File: config.mk
export PLATFORM = sky130hd
export DESIGN_NAME = mem_arbiter
export DESIGN_NICKNAME = d
export VERILOG_FILES = /design/src/rtl/mem_arbiter.sv
export SDC_FILE = /design/constraint.sdc
export NUM_CORES = 1
export LEC_CHECK = 0
export ABC_AREA = 1
export CORE_MARGIN = 5
export CORE_UTILIZATION = 45
export DETAILED_ROUTE_END_ITERATION = 6
export GPL_TIMING_DRIVEN = 0
export PLACE_DENSITY = 0.77
export SETUP_SLACK_MARGIN = 0.3
export SLEW_MARGIN = 20
export SYNTH_ARGS = -nofsm -noshare
export SYNTH_HDL_FRONTEND = slang
export SYNTH_SLANG_ARGS = --single-unit
File: constraint.sdc
create_clock -name clk -period 1.5 [get_ports clk]
set_input_delay 0.15 -clock clk [delete_from_list [all_inputs] [get_ports clk]]
set_output_delay 0.15 -clock clk [all_outputs]
set_load 0.01 [all_outputs]
File: src/rtl/mem_arbiter.sv
// mem_arbiter: shares one pulse-protocol memory port between two masters.
// m0 is the MMU downstream port, m1 a secondary master (loader / debug).
// Round-robin arbitration, one pending slot per master, a single memory
// transaction in flight, and an optional response timeout that aborts the
// transaction with a zero-data response plus a bus_error pulse.
module mem_arbiter #(
    parameter int TIMEOUT_CYCLES = 0,
    parameter int TO_WIDTH       = 16
) (
    input  logic        clk,
    input  logic        rstn,

    // master 0 (MMU downstream)
    input  logic        m0_request_enable,
    input  logic        m0_req_mode,
    input  logic [31:0] m0_req_addr,
    input  logic [31:0] m0_req_wdata,
    input  logic [3:0]  m0_req_wstrb,
    output logic        m0_response_enable,
    output logic [31:0] m0_resp_data,

    // master 1 (loader / debug)
    input  logic        m1_request_enable,
    input  logic        m1_req_mode,
    input  logic [31:0] m1_req_addr,
    input  logic [31:0] m1_req_wdata,
    input  logic [3:0]  m1_req_wstrb,
    output logic        m1_response_enable,
    output logic [31:0] m1_resp_data,

    // memory side
    output logic        request_enable,
    output logic        req_mode,
    output logic [31:0] req_addr,
    output logic [31:0] req_wdata,
    output logic [3:0]  req_wstrb,
    input  logic        response_enable,
    input  logic [31:0] resp_data,

    // status
    output logic        busy,
    output logic        grant_id,
    output logic        bus_error
);

    // One request as carried by the pulse protocol.
    typedef struct packed {
        logic        mode;
        logic [31:0] addr;
        logic [31:0] wdata;
        logic [3:0]  wstrb;
    } req_t;

    typedef enum logic [1:0] {
        S_IDLE      = 2'd0,
        S_WAIT_RESP = 2'd1,
        S_RESPOND   = 2'd2
    } state_t;

    // FSM and registered outputs
    state_t              state_q;
    logic                last_grant_q;
    logic [TO_WIDTH-1:0] cnt_q;
    logic                req_en_q;
    req_t                req_q;
    logic                grant_id_q;
    logic                bus_error_q;
    logic                m0_rsp_en_q;
    logic [31:0]         m0_rsp_data_q;
    logic                m1_rsp_en_q;
    logic [31:0]         m1_rsp_data_q;

    // pending slots
    logic                pend0_q;
    req_t                pend0_req_q;
    logic                pend1_q;
    req_t                pend1_req_q;

    // combinational arbitration results
    req_t                live0;
    req_t                live1;
    logic                want0;
    logic                want1;
    logic                grant_go;
    logic                grant_sel;
    logic                grant0;
    logic                grant1;
    req_t                grant_req_d;
    logic [TO_WIDTH-1:0] cnt_d;
    logic                to_hit;

    assign live0 = '{mode: m0_req_mode, addr: m0_req_addr,
                     wdata: m0_req_wdata, wstrb: m0_req_wstrb};
    assign live1 = '{mode: m1_req_mode, addr: m1_req_addr,
                     wdata: m1_req_wdata, wstrb: m1_req_wstrb};

    // Demand per master, round-robin pick and selection of the request source.
    always_comb begin
        want0       = pend0_q | m0_request_enable;
        want1       = pend1_q | m1_request_enable;
        grant_go    = (state_q == S_IDLE) && (want0 || want1);
        // On a tie the master that did not win last time goes next;
        // otherwise whichever master wants service.
        grant_sel   = (want0 && want1) ? ~last_grant_q : want1;
        grant0      = grant_go && !grant_sel;
        grant1      = grant_go &&  grant_sel;
        grant_req_d = live0;
        if (grant_sel) begin
            grant_req_d = pend1_q ? pend1_req_q : live1;
        end else begin
            grant_req_d = pend0_q ? pend0_req_q : live0;
        end
    end

    // Timeout detection: abort on the WAIT_RESP cycle that brings the count to the limit.
    always_comb begin
        cnt_d  = cnt_q + TO_WIDTH'(1);
        to_hit = (TIMEOUT_CYCLES != 0) && (cnt_d == TO_WIDTH'(TIMEOUT_CYCLES));
    end

    // Pending slots: hold a pulse that was not granted on its own edge; a pulse
    // arriving while the slot is already occupied is dropped.
    always_ff @(posedge clk or negedge rstn) begin
        if (!rstn) begin
            pend0_q     <= 1'b0;
            pend0_req_q <= '0;
            pend1_q     <= 1'b0;
            pend1_req_q <= '0;
        end else begin
            if (grant0) begin
                pend0_q <= 1'b0;
            end else if (m0_request_enable && !pend0_q) begin
                pend0_q     <= 1'b1;
                pend0_req_q <= live0;
            end

            if (grant1) begin
                pend1_q <= 1'b0;
            end else if (m1_request_enable && !pend1_q) begin
                pend1_q     <= 1'b1;
                pend1_req_q <= live1;
            end
        end
    end

    // Transaction FSM with all memory-side and response outputs registered.
    always_ff @(posedge clk or negedge rstn) begin
        if (!rstn) begin
            state_q       <= S_IDLE;
            last_grant_q  <= 1'b1;
            cnt_q         <= '0;
            req_en_q      <= 1'b0;
            req_q         <= '0;
            grant_id_q    <= 1'b0;
            bus_error_q   <= 1'b0;
            m0_rsp_en_q   <= 1'b0;
            m0_rsp_data_q <= '0;
            m1_rsp_en_q   <= 1'b0;
            m1_rsp_data_q <= '0;
        end else begin
            case (state_q)
                S_IDLE: begin
                    if (grant_go) begin
                        req_en_q     <= 1'b1;
                        req_q        <= grant_req_d;
                        grant_id_q   <= grant_sel;
                        last_grant_q <= grant_sel;
                        cnt_q        <= '0;
                        state_q      <= S_WAIT_RESP;
                    end
                end

                S_WAIT_RESP: begin
                    // The memory request is a single-cycle pulse.
                    req_en_q <= 1'b0;
                    if (response_enable) begin
                        // A response on the timeout edge wins over the abort.
                        if (grant_id_q) begin
                            m1_rsp_en_q   <= 1'b1;
                            m1_rsp_data_q <= resp_data;
                        end else begin
                            m0_rsp_en_q   <= 1'b1;
                            m0_rsp_data_q <= resp_data;
                        end
                        state_q <= S_RESPOND;
                    end else if (to_hit) begin
                        if (grant_id_q) begin
                            m1_rsp_en_q   <= 1'b1;
                            m1_rsp_data_q <= '0;
                        end else begin
                            m0_rsp_en_q   <= 1'b1;
                            m0_rsp_data_q <= '0;
                        end
                        bus_error_q <= 1'b1;
                        state_q     <= S_RESPOND;
                    end else if (TIMEOUT_CYCLES != 0) begin
                        cnt_q <= cnt_d;
                    end
                end

                S_RESPOND: begin
                    m0_rsp_en_q <= 1'b0;
                    m1_rsp_en_q <= 1'b0;
                    bus_error_q <= 1'b0;
                    cnt_q       <= '0;
                    state_q     <= S_IDLE;
                end

                default: begin
                    state_q <= S_IDLE;
                end
            endcase
        end
    end

    assign request_enable     = req_en_q;
    assign req_mode           = req_q.mode;
    assign req_addr           = req_q.addr;
    assign req_wdata          = req_q.wdata;
    assign req_wstrb          = req_q.wstrb;
    assign m0_response_enable = m0_rsp_en_q;
    assign m0_resp_data       = m0_rsp_data_q;
    assign m1_response_enable = m1_rsp_en_q;
    assign m1_resp_data       = m1_rsp_data_q;
    assign busy               = (state_q != S_IDLE);
    assign grant_id           = grant_id_q;
    assign bus_error          = bus_error_q;

endmodule

==> results of run 1 <==
[logic make-up after synthesis]
group	count (synthesis)	share of synthesized area, %
simple gates	1051	33.3
flops	280	54.0
buf+inv	229	7.19
compound gates	141	5.52
other cells	1	0.0289
[Yosys cell counts]
| master | n |
|---|---|
| dfstp_2 | 1 |
| nor2_2 | 3 |
| nand3_1 | 276 |
| buf_2 | 38 |
| nand2_1 | 760 |
| inv_2 | 2 |
| o21ai_4 | 1 |
| nand2_2 | 4 |
| nor2_4 | 1 |
| clkinv_1 | 1 |
| inv_1 | 110 |
| clkbuf_1 | 60 |
| o21ai_0 | 138 |
| a21oi_1 | 2 |
| buf_1 | 12 |
| buf_4 | 5 |
| buf_6 | 1 |
| dfrtp_1 | 279 |
| nor2_1 | 7 |
| conb_1 | 1 |
[registers in the layout, summed over array words and instances, names as in the netlist]
signal and count:
pend0_req_q 69, pend1_req_q 69, m0_resp_data 32, m1_resp_data 32
req_addr 32, req_wdata 32, req_wstrb 4, state_q 2
grant_id 1, last_grant_q 1, m0_response_enable 1, m1_response_enable 1
pend0_q 1, pend1_q 1, req_mode 1, request_enable 1
[per-layer routing]
| metal | GRT usage, % | up-vias | wire (um) |
|---|---|---|---|
| met4 | 9.94 | 6 | 2160 |
| li1 | - | 6437 | - |
| met1 | 36.8 | 7030 | 20100 |
| met5 | 0 | - | 33 |
| met3 | 5.46 | 161 | 4940 |
| met2 | 45.4 | 844 | 26300 |
[power by group]
group / switching [mW] / internal, mW
sequential: 2.60 / 11.1
combinational: 14.8 / 13.2
clock: 3.15 / 5.03
[area by class of cell]
cell class,count,area (um2)
inverters,113,438
diodes,8,20.0
flip-flops and latches,280,7010
well taps,384,480
repair buffers,490,4900
fillers,1755,6600
clock inverters,8,140
plain buffers,116,1310
clock buffers,47,956
repair inverters,1,20.0
multi-input cells,1194,6750
[per-stage QoR]
step	area [um2]	setup TNS, ns	setup slack, ns	instances
detailed placement	17000	-98.84	-0.655	2400
finish	22000	-41.69	-0.235	2641
global placement	16900	-3390.22	-11.80	2398
floorplan	13300	0	0.0794	1702
global route	22000	-56.53	-0.290	2641
CTS	19800	-34.45	-0.174	2520
[how the worst max path moves through the flow]
stage / startpoint / endpoint / slack, ns / cells after the start
3_3_place_gp: rstn / pend1_req_q[59] / -11.80 / 1
4_1_cts: pend0_q / req_addr[9] / -0.17 / 10
6_report: pend0_q / pend0_req_q[48] / -0.23 / 10
3_5_place_dp: pend1_q / pend1_req_q[57] / -0.66 / 7
2_1_floorplan: pend0_q / pend1_req_q[57] / 0.08 / 10
5_1_grt: state_q[1] / pend0_req_q[48] / -0.29 / 9
[critical path, stage by stage (launching register included)]
cell       delay [ns]
dfrtp_1          0.40
buf_6            0.15
nor2_4           0.18
a21oi_4          0.12
buf_12           0.14
nand2_8          0.09
nand2_8          0.07
buf_12           0.16
clkbuf_16        0.17
nand2_2          0.06
nand2_1          0.06
[repair_timing]
action / CTS / global route
endpoints found under the setup margin: 417 / 417
pin swaps: 20 / 25
buffers inserted: 44 / 93
cloned: 21 / 20
endpoints found under the hold margin: 90 / 90
gates resized for setup: 421 / 684
==> results_dict.tcl, run 1 <==
set metrics [dict create \
    cts_inserted_buffers 31 \
    synth.net_count 1877 \
    slew_headroom_pct 49.8 \
    grt-ovfl-total 0 \
    die_w_um 180 \
    whs_ns -0.383 \
    grt_antenna_before_repair 11 \
    layout_common_cells "537 x nand2_1, 278 x dfrtp_1, 189 x nand3_1, 173 x clkdlybuf4s50_1, 134 x nand2_2" \
    grt_pass1_vias 13300 \
    avgSynthCellArea_um2 7.62 \
    grt_pass1_wl_um 73200 \
    post-route-min-period_ns 1.73 \
    synth_top_area_share_pct 53.8 \
    rsz0062_at_grt "yes" \
    boundaryPins 314 \
    period_share_pct 116 \
    detail-route-antenna-nets 0 \
    dieArea_um2 32300 \
    cts_root_buf "clkbuf_16" \
    maxCapViolCount 0 \
    timing.rr.start "pend0_q" \
    synthTopCellsByArea "dfrtp_1 54%, nand2_1 22%, nand3_1 11%, o21ai_0 5.3%, inv_1 3.2%" \
    holdCritPathClass "input pin to async pin" \
    finalClockSkew_ns 0.0210 \
    drv_slew 0 \
    setup_viol 277 \
    initial_core_util_pct 45.3 \
    finalHoldViolations 90 \
    synth-seq-area-share_pct 54.0 \
    synth_area_leader_cell "dfrtp_1" \
    clk_pin_slew_ns 0.07 \
    grt_max_degree 103 \
    path_max_fanout 6 \
    die-height_um 180 \
    drive_gt1_share_pct 37.4 \
    area_growth_pct 69.7 \
    criticalPathCategory "flop to flop" \
    cp-end-kind "flop" \
    wire_per_inst_um 20.3 \
    clk_latency_ns 0.56 \
    synthCells 1702 \
    max_freq_mhz 576 \
    coreArea_um2 28600 \
    r2r_setup_slack_ns -0.23 \
    syn_area_um2 13000 \
    worst_pin_slew_ns 0.753 \
    critPathArrivalTime_ns 2.18 \
    drt_iter0_drc 1377 \
    ys_types 20 \
    vias_per_cell 5.48 \
    fin_ws_ns -0.235 \
    gp_congestion 0.865 \
    cts_tree "built" \
    ir_drop_uv 1070 \
    violations "hold timing, setup timing" \
    synth_warnings 0 \
    p_leak_nw 11.6 \
    crit_required_ns 1.94 \
    rr_endpoint "pend0_req_q[48]" \
    p_per_area_nw_per_um2 2270 \
    total_power_mw 49.9 \
    ys_ff_latch 280 \
    routed_wl_um 53600 \
    vias 14500 \
    dr.pass1.iters 6 \
    htreeDepth 1 \
    worstRegToRegCells 10 \
    clock_sinks 280 \
    final_nets 2402 \
    critPathLaunchType "flop" \
    post-dp-hpwl_um 30500 \
    portBuffers 312 \
    layout_commonest_cell "nand2_1" \
    drc_errors 0 \
    final_core_util_pct 76.9 \
    status "complete, but fails checks" \
    cts_buffer_depth 3 \
    row_count 62 \
    grt_usage_pct 27.7 \
]
No activity file was read; power rests on OpenSTA's default activity.
==> run 2, diff against run 1 <==
--- a/config.mk
+++ b/config.mk
@@ -12,4 +12,5 @@
 export GPL_TIMING_DRIVEN = 0
 export PLACE_DENSITY = 0.77
+export REMOVE_ABC_BUFFERS = 1
 export SETUP_SLACK_MARGIN = 0.3
 export SLEW_MARGIN = 20
==> constraint.sdc (replaced) <==
create_clock -name clk -period 1.5 [get_ports clk]
set_input_delay 0.15 -clock clk [delete_from_list [all_inputs] [get_ports clk]]
set_output_delay 0.15 -clock clk [all_outputs]
set_load 0.1 [all_outputs]
==> run 2 against run 1 <==
The run ends with setup timing left. Core utilization grew 10 points. Non-clock buffer count shrank 43. Cell count is 1.2% lower. Hold slack improved by 0.55 ns. Clock skew up 0.010 ns. Routed wire length increased by 42%. Global-route usage rose by 5.4 points. First-iteration DRC count rose by 73%.
==> results_dict.tcl, run 2 (synthesis gave the netlist of run 1 again) <==
set metrics [dict create \
    status "complete, but fails checks" \
    violations "setup timing" \
    setup_tns_ns -109.84 \
    drive_gt1_share_pct 39.5 \
    fillers 1089 \
    criticalPathCategory "flop to flop" \
    area_growth_pct 92.6 \
    die-height_um 180 \
    die_w_um 180 \
    coreArea_um2 28600 \
    dieArea_um2 32300 \
    layout_commonest_cell "nand2_1" \
    cp_cell_sequence "buf_6 -> buf_6 -> buf_6 -> inv_4 -> nor2_4 -> inv_2 -> nor2_4 -> buf_12 -> nand2_8 -> buf_16 -> o21ai_0" \
    cts_root_buf "clkbuf_16" \
    layout_common_cells "539 x nand2_1, 267 x dfrtp_1, 191 x buf_12, 173 x clkdlybuf4s50_1" \
    wl_met2_um 34300 \
    maxCapViolCount 0 \
    grt-ovfl-total 0 \
    fin_cells 2610 \
    grt_pass1_vias 14400 \
    holdPathStages 3 \
    cts_tree "built" \
    detail-route-antenna-nets 0 \
    wire_per_inst_um 29.1 \
    largest_registers "pend0_req_q: 69 flops, pend1_req_q: 69 flops" \
    met1Wirelength_um 23800 \
    setup_viol 280 \
    worst_pin_slew_ns 0.626 \
    htreeDepth 1 \
    vias_per_cell 6.27 \
    row_count 62 \
    clk_latency_ns 0.58 \
    fin_ws_ns -0.612 \
    top_layer_used "met4" \
    wl_met3_um 10400 \
    cts_inserted_buffers 30 \
    cpLargestDelayFamily "buffers and inverters" \
    finalClockSkew_ns 0.0312 \
    boundaryPins 314 \
    clock_sinks 280 \
    place_ws_ns -1.51 \
    rsz0062_at_grt "yes" \
    portBuffers 312 \
    drv_slew 0 \
    post-dp-hpwl_um 26600 \
    final_core_util_pct 87.3 \
    grt_max_degree 95 \
    dr.pass1.iters 7 \
    holdCritPathClass "input pin to flop" \
    clk_pin_slew_ns 0.07 \
    path_buf_inv 7 \
    cp_slowest_cell "dfrtp_2" \
    critPathArrivalTime_ns 2.51 \
    max_freq_mhz 474 \
    cp_common_cell "buf_6" \
    initial_core_util_pct 45.3 \
    drc_errors 0 \
    vias 16400 \
    grt_usage_pct 33.0 \
    slew_headroom_pct 57.8 \
    post-route-min-period_ns 2.11 \
    grt_pass1_wl_um 84400 \
    gp_congestion 0.773 \
    crit_required_ns 1.90 \
    r2r_setup_slack_ns -0.61 \
    path_max_fanout 7 \
    max_stage_delay_ns 0.42 \
    finalHoldViolations 0 \
    drt_iter0_drc 2376 \
    dp_cells 2306 \
    period_share_pct 141 \
    routed_wl_um 76000 \
    cp.depth 11 \
    final_nets 2375 \
    cts_buffer_depth 3 \
    critPathLaunchType "flop" \
    worstRegToRegCells 11 \
    cp-end-kind "flop" \
    grt_antenna_before_repair 3 \
]
run 2: cell count changes in the layout (fill, tap and decap cells not counted), sizes merged:
cell	delta
buf	+90
bufbuf	+1
clkbuf	-139
clkinv	+5
clkinvlp	+2
diode	-5
dlygate4sd3	+1
inv	-2
nand2	+15
nor2	+1
run 2: worst reg2reg max path: stages (launching register included):
cell and delay, ns:
dfrtp_2 0.42, buf_6 0.11, buf_6 0.08, buf_6 0.10, inv_4 0.03, nor2_4 0.08
inv_2 0.06, nor2_4 0.18, buf_12 0.17, nand2_8 0.12, buf_16 0.18, o21ai_0 0.42
run 2: through the flow:
step                      hold WS (ns)  area (um2)
final                            0.172       25000
after global routing             0.186       25000
after CTS                        0.151       20800
after detailed placement        0.0158       16700
after global placement           0.453       16100
after floorplan                 -0.146       12500
run 2: path summary, 6_finish.rpt:
check	start	to
hold / removal	resp_data[31]	m0_resp_data[31]
setup reg to reg	state_q[0]	m1_resp_data[29]
min in group asynchronous	rstn	pend1_req_q[57]
hold reg to reg	pend1_req_q[37]	pend1_req_q[37]
setup / recovery	state_q[0]	m1_resp_data[29]
max in group asynchronous	rstn	m0_resp_data[31]
run 2: repair_timing:
item / 4_1_cts / 5_1_grt
hold buffers: 6 / 1
buffers inserted: 76 / 85
pin swaps: 43 / 64
cloned: 47 / 32
endpoints found under the setup margin: 417 / 599
endpoints found under the hold margin: 98 / 98
gates resized for setup: 698 / 1288
run 2: layout make-up:
cell class	count	area [um2]	share of cell area [%]
timing repair buffer	563	8650	34.6
antenna	3	7.51	0.0300
tap	384	480	1.92
clock inverter	12	163	0.651
multi-input combinational	1210	7300	29.2
timing repair inverter	2	36.3	0.145
inverter	113	472	1.89
sequential	280	7030	28.1
clock buffer	43	851	3.40
run 2: routing by layer:
metal  global-route usage, %  up-vias
met5                       0        -
met2                    53.9     1619
li1                        -     6424
met4                    13.2        0
met1                    40.8     7768
met3                    10.8      550
Power of run 2 is not shown: default switching activity piles up to over one toggle a cycle in this logic, so the estimate is an artifact.
